[src/rtl/pwm_pkg.sv]
// -----------------------------------------------------------------------------
// pwm_pkg
// Shared defaults and helpers for the multi-channel PWM generator.
//   CH_NUM_DEF      default channel count
//   CNT_W_DEF       default width of counter, period and duty values
//   PRESCALE_W_DEF  default width of the prescaler divide value
//   cnt_t           counter value at the default width
//   duty_arr_t      packed duty array at the default widths (channel 0 in LSBs)
//   chan_lsb()      LSB position of a channel inside the packed duty bus
// -----------------------------------------------------------------------------
package pwm_pkg;

    localparam int CH_NUM_DEF     = 4;
    localparam int CNT_W_DEF      = 8;
    localparam int PRESCALE_W_DEF = 16;

    typedef logic [CNT_W_DEF-1:0]                 cnt_t;
    typedef logic [CH_NUM_DEF-1:0][CNT_W_DEF-1:0] duty_arr_t;

    // Channel ch occupies duty[chan_lsb(ch, w) +: w].
    function automatic int chan_lsb(input int ch, input int w);
        return ch * w;
    endfunction

endpackage

[src/rtl/pwm_prescaler.sv]
// -----------------------------------------------------------------------------
// pwm_prescaler
// Divides clk down to a one-cycle tick every prescale+1 cycles. The divide
// value is used live; if it drops below the running count, the count runs on
// to its all-ones value and wraps naturally to 0.
//   clk       in   system clock, rising edge
//   rst_n     in   synchronous active-low reset
//   en        in   low holds the count at 0 and suppresses tick
//   prescale  in   divide value (tick period = prescale+1 cycles)
//   tick      out  combinational, high in the cycle where count == prescale
// -----------------------------------------------------------------------------
module pwm_prescaler
    import pwm_pkg::*;
#(
    parameter int PRESCALE_W = PRESCALE_W_DEF
) (
    input  logic                  clk,
    input  logic                  rst_n,
    input  logic                  en,
    input  logic [PRESCALE_W-1:0] prescale,
    output logic                  tick
);

    localparam logic [PRESCALE_W-1:0] PS_ONE = 1;

    logic [PRESCALE_W-1:0] count_q, count_d;

    // NOTE: every signal written here gets a default first, so no path leaves
    // it unassigned and no latch is inferred.
    always_comb begin
        tick    = en && (count_q == prescale);
        count_d = count_q + PS_ONE;
        if (!en || tick) begin
            count_d = '0;
        end
    end

    // NOTE: state registers use non-blocking assignment so every flop samples
    // the pre-edge values regardless of block evaluation order.
    always_ff @(posedge clk) begin
        if (!rst_n) begin
            count_q <= '0;
        end else begin
            count_q <= count_d;
        end
    end

endmodule

[src/rtl/pwm_multi_channel.sv]
// -----------------------------------------------------------------------------
// pwm_multi_channel
// One shared prescaler and period counter driving CH_NUM duty comparators.
// Duty values are double-buffered (shadow -> active) and the period value is
// captured into the active register only at a period boundary, so outputs
// never glitch mid-period. While en is low the counters sit at 0, outputs are
// low, and the active registers track the shadow duty and period input.
//
// Optional feature macro: PWM_CENTER_ALIGN_EN
//   undefined : edge-aligned sawtooth 0..P, period P+1 ticks
//   defined   : up/down count 0..P..1, period 2*P ticks (1 tick when P=0)
//
//   clk         in   system clock, rising edge
//   rst_n       in   synchronous active-low reset
//   en          in   run enable
//   prescale    in   tick divider (tick every prescale+1 cycles)
//   period      in   counter top value, sampled at period boundaries
//   duty        in   packed duty values, channel i at [i*CNT_W +: CNT_W]
//   duty_wr     in   strobe: load all of duty into the shadow registers
//   pwm_o       out  registered PWM outputs
//   period_end  out  one-cycle pulse, one cycle after each boundary tick
// -----------------------------------------------------------------------------
module pwm_multi_channel
    import pwm_pkg::*;
#(
    parameter int CH_NUM     = CH_NUM_DEF,
    parameter int CNT_W      = CNT_W_DEF,
    parameter int PRESCALE_W = PRESCALE_W_DEF
) (
    input  logic                    clk,
    input  logic                    rst_n,
    input  logic                    en,
    input  logic [PRESCALE_W-1:0]   prescale,
    input  logic [CNT_W-1:0]        period,
    input  logic [CH_NUM*CNT_W-1:0] duty,
    input  logic                    duty_wr,
    output logic [CH_NUM-1:0]       pwm_o,
    output logic                    period_end
);

    localparam logic [CNT_W-1:0] CNT_ONE = 1;

    logic             tick;
    logic             boundary;
    logic             load_act;
    logic [CNT_W-1:0] cnt_q, cnt_d;
    logic [CNT_W-1:0] pact_q;
    logic             period_end_q;

`ifdef PWM_CENTER_ALIGN_EN
    localparam logic [0:0] DIR_UP   = 1'b0;
    localparam logic [0:0] DIR_DOWN = 1'b1;
    logic [0:0] dir_q, dir_d;
`endif

    pwm_prescaler #(
        .PRESCALE_W (PRESCALE_W)
    ) u_prescaler (
        .clk      (clk),
        .rst_n    (rst_n),
        .en       (en),
        .prescale (prescale),
        .tick     (tick)
    );

    // Period counter and boundary detection. cnt_q never exceeds pact_q:
    // pact_q only changes when cnt_q is (or is about to become) 0.
    always_comb begin
        cnt_d    = cnt_q;
        boundary = 1'b0;
`ifdef PWM_CENTER_ALIGN_EN
        dir_d    = dir_q;
`endif
        if (!en) begin
            cnt_d = '0;
`ifdef PWM_CENTER_ALIGN_EN
            dir_d = DIR_UP;
`endif
        end else if (tick) begin
`ifdef PWM_CENTER_ALIGN_EN
            if (dir_q == DIR_UP) begin
                if (cnt_q == pact_q) begin
                    if (pact_q == '0) begin
                        boundary = 1'b1;          // degenerate: stay at 0
                    end else begin
                        cnt_d = cnt_q - CNT_ONE;
                        // With P=1 the turn at the top is already the 1->0 step.
                        if (cnt_q == CNT_ONE) begin
                            boundary = 1'b1;
                        end else begin
                            dir_d = DIR_DOWN;
                        end
                    end
                end else begin
                    cnt_d = cnt_q + CNT_ONE;
                end
            end else begin
                cnt_d = cnt_q - CNT_ONE;
                if (cnt_q == CNT_ONE) begin
                    boundary = 1'b1;
                    dir_d    = DIR_UP;
                end
            end
`else
            if (cnt_q == pact_q) begin
                cnt_d    = '0;
                boundary = 1'b1;
            end else begin
                cnt_d = cnt_q + CNT_ONE;
            end
`endif
        end
    end

    // Active registers follow the inputs continuously while idle, so the
    // first period after en rises already uses current values.
    assign load_act = !en || boundary;

    always_ff @(posedge clk) begin
        if (!rst_n) begin
            cnt_q        <= '0;
            pact_q       <= '0;
            period_end_q <= 1'b0;
`ifdef PWM_CENTER_ALIGN_EN
            dir_q        <= DIR_UP;
`endif
        end else begin
            cnt_q        <= cnt_d;
            period_end_q <= boundary;
            if (load_act) begin
                pact_q <= period;
            end
`ifdef PWM_CENTER_ALIGN_EN
            dir_q        <= dir_d;
`endif
        end
    end

    assign period_end = period_end_q;

    for (genvar i = 0; i < CH_NUM; i++) begin : g_ch
        logic [CNT_W-1:0] shadow_q;
        logic [CNT_W-1:0] act_q;
        logic             pwm_q;

        // NOTE: the duty register banks are reset explicitly; after reset the
        // outputs must be defined low, not whatever the flops powered up as.
        always_ff @(posedge clk) begin
            if (!rst_n) begin
                shadow_q <= '0;
                act_q    <= '0;
                pwm_q    <= 1'b0;
            end else begin
                if (duty_wr) begin
                    shadow_q <= duty[chan_lsb(i, CNT_W) +: CNT_W];
                end
                // A write coinciding with a load is seen by act_q one period late.
                if (load_act) begin
                    act_q <= shadow_q;
                end
                pwm_q <= en && (cnt_q < act_q);
            end
        end

        assign pwm_o[i] = pwm_q;
    end

endmodule

[config.mk]
export PLATFORM = sky130hd
export DESIGN_NAME = pwm_multi_channel
export DESIGN_NICKNAME = d
export VERILOG_FILES = /design/src/rtl/pwm_pkg.sv /design/src/rtl/pwm_prescaler.sv /design/src/rtl/pwm_multi_channel.sv
export SDC_FILE = /design/constraint.sdc
export NUM_CORES = 1
export LEC_CHECK = 0
export CAP_MARGIN = 0
export CORE_MARGIN = 5
export CORE_UTILIZATION = 55
export CTS_CLUSTER_SIZE = 16
export DETAILED_ROUTE_END_ITERATION = 16
export GPL_ROUTABILITY_DRIVEN = 0
export PLACE_DENSITY = 0.8
export SYNTH_ARGS = -nofsm -noshare
export SYNTH_HDL_FRONTEND = slang
export SYNTH_SLANG_ARGS = --single-unit
[constraint.sdc]
create_clock -name clk -period 2.3 [get_ports clk]
set_input_delay 0.575 -clock clk [delete_from_list [all_inputs] [get_ports clk]]
set_output_delay 0.575 -clock clk [all_outputs]
set_load 0.005 [all_outputs]
==> results of run 1 <==
## worst min-delay path, cell delays in order (launching register included)
cell	delay, ns
dfxtp_1	0.32
nand2_1	0.05
o21ai_0	0.06
## cells by family after synthesis
kind of cell,count (synthesis),share of synthesized area
simple gates,197,0.209
flops,101,0.423
compound gates,67,0.0807
buf+inv,64,0.0587
xor+xnor,44,0.0807
mux,33,0.0692
fa+ha+maj,30,0.0786
## path summary, 6_finish.rpt
check,from,to,slack [ns]
setup / recovery,prescale[5],cnt_q[5],0.10
hold / removal,g_ch[3].act_q[4],g_ch[3].act_q[4],0.46
setup reg to reg,cnt_q[1],g_ch[0].pwm_q,0.29
hold reg to reg,g_ch[3].act_q[4],g_ch[3].act_q[4],0.46
## registers in the layout, summed over array words and instances, names as in the netlist
signal	flops
period_end	1
u_prescaler.count_q	16
g_ch.shadow_q	32
g_ch.pwm_q	4
cnt_q	8
g_ch.act_q	32
pact_q	8
## final cells by class
type | count | area, um2
Clock buffer | 10 | 128
Clock inverter | 6 | 68.8
Fill cell | 708 | 2870
Inverter | 31 | 116
Multi-Input combinational cell | 371 | 2490
Sequential cell | 101 | 2020
Tap cell | 108 | 135
Timing Repair Buffer | 75 | 763
## repair_timing
item	CTS	global route
gates resized for setup	0	2
setup buffers	0	0
setup endpoints to repair	0	2
hold endpoints to repair	0	0
## cells in the mapped netlist
cell        n  area, um2
nor2b_1    32        200
xnor2_1    19        166
nand4_1     6       37.5
xor2_1     25        219
nand2b_1    4       25.0
a21oi_1     1       5.00
nand3_1    46        230
nor4_2      4       50.1
a21o_1     10       75.1
a211oi_1    4       30.0
inv_1      31        116
nor3_1      5       25.0
ha_1       30        375
and3_1      2       12.5
buf_4       9       67.6
dfxtp_1   101       2020
clkbuf_1   16       60.1
o21ai_0    48        240
buf_1       3       11.3
and4_1      1       8.76
nand2_1    54        203
nor4_1      7       43.8
nand4_2     1       12.5
mux2i_1    33        330
or4_1       4       30.0
nor2_1     30        113
buf_2       1       5.00
clkbuf_2    4       20.0
o311ai_0    4       35.0
and2_1      1       6.26
## power groups by stage
stage | clock network [mW] | registers [mW] | logic (mW)
6_report | 1.13 | 1.85 | 0.361
5_1_grt | 1.23 | 1.86 | 0.403
4_1_cts | 1.16 | 1.85 | 0.366
3_5_place_dp | 0 | 1.89 | 0.363
3_3_place_gp | 0 | 1.89 | 0.350
2_1_floorplan | 0 | 1.88 | 0.213
## routing by layer
layer,routed length (um),up-vias,share of wire,GRT usage
met5,0,-,0,0
met4,104,0,0.011,0.0448
met3,521,10,0.054,0.0664
met2,4750,72,0.49,0.320
met1,4280,1678,0.44,0.231
li1,-,1907,-,-
## stage by stage
stage          setup slack, ns  std cells  total power, mW  area [um2]  setup TNS, ns
2_1_floorplan            0.393        536             2.09        4780              0
3_3_place_gp            -0.180        686             2.24        5510          -7.12
3_5_place_dp            -0.281        686             2.26        5510          -9.26
4_1_cts                 0.0605        702             3.38        5710              0
5_1_grt                 0.0588        702             3.49        5720              0
6_report                 0.103        702             3.35        5720              0
==> metrics, run 1 <==
outcome=finished, final reports clean; Ports=65; synthesized area per cell=8.91 um2; critical path's top delay family=simple AND/OR/NAND/NOR gates; DR DRC count=0; die area=10600 um2; clk_lat worst skew=0.37 ns; DRT Wirelength=9660 um; hold-critical path depth=2; initial DRC count=196; Setup crit start kind=input pin; fmax=455 MHz; Max Root-Sink Buffers=2; global route overflow=0; post-synthesis sequential element count=101; number of diodes=0; via count=3667; most common cell after layout, fill and taps aside=dfxtp_1; unrepaired setup endpoints after global routing=false; Slew @ Worst Pin=0.596 ns; final core occ=0.666; vias in the first global route=3590; Hold WS=0.462 ns; root buffer cell=clkbuf_8; WP data arrival=2.45 ns; largest net degree at the start of global routing=115; most frequent cells in the layout=101 x dfxtp_1, 62 x clkdlybuf4s50_1, 54 x nand2_1; Antenna Nets Post-Route=0; sequential area share after synthesis=0.423; port bufs=64; max-cap violation count=0; clock sink count=101; number of buffers and inverters on the critical path=1; # rows=34; htree depth=3; final slew viol count=0; Syn Nets=626; clock network power share=0.339; layout cells sized above 1=0.0606; Final period util=0.955; Yosys cell types=30; CP Capture Type=register; first-pass GRT wire length=15900 um; Setup CP Type=input pin to register; Max IR drop VDD=0.000279 V; Pint=2.53 mW; Most common cell on crit path=nor4_2; instance count on the critical path=7; combinational power share=0.108; cell breakdown of the critical path=clkdlybuf4s50_1, xor2_1, nor4_2, nand4_2, nor4_2, xnor2_1, nor2_1; Final nets=679; Die W=103 um; drt first pass iters=4; sw power=0.813 mW; CP required=2.56 ns; WL/cell=13.8 um; worst min path class=register to register; Via density=5.22; TritonCTS Buffers=9; CP max stage delay=0.42 ns; skew final=0.0105 ns; R2R cell count=6; Initial Util=0.556; Ys Warns=0; max_slew headroom=0.598; Area Growth Syn to Fin=19.8%; Cell Pwr Density=585 nW/um2; Mapped Cells=536; Leak Pwr=2.17 nW; GRT Resource Usage Total=0.189; crit-path max FO=6; TritonCTS clock tree=done; Seq pwr share=0.554; Synth Cell Area=4780 um2; Worst path slowest cell=clkdlybuf4s50_1; antenna violations before repair=0; Clock Pin Slew Worst Setup and Hold Paths=0.09 ns; Chip Height=103 um; core area=8590 um2; number of setup violations in the final report=0; final hold violation count=0; min Tclk post-route=2.20 ns; # hold bufs at CTS=0; Switching Fraction=0.243; HPWL Detailed=6990 um
Note: power is estimated with default switching activity, not from simulation.
==> run 2: changes to the inputs <==
- CAP_MARGIN: 0 -> default
==> results of run 2 <==
Same layout as run 1: the final DEF is identical, and so are final timing and power.
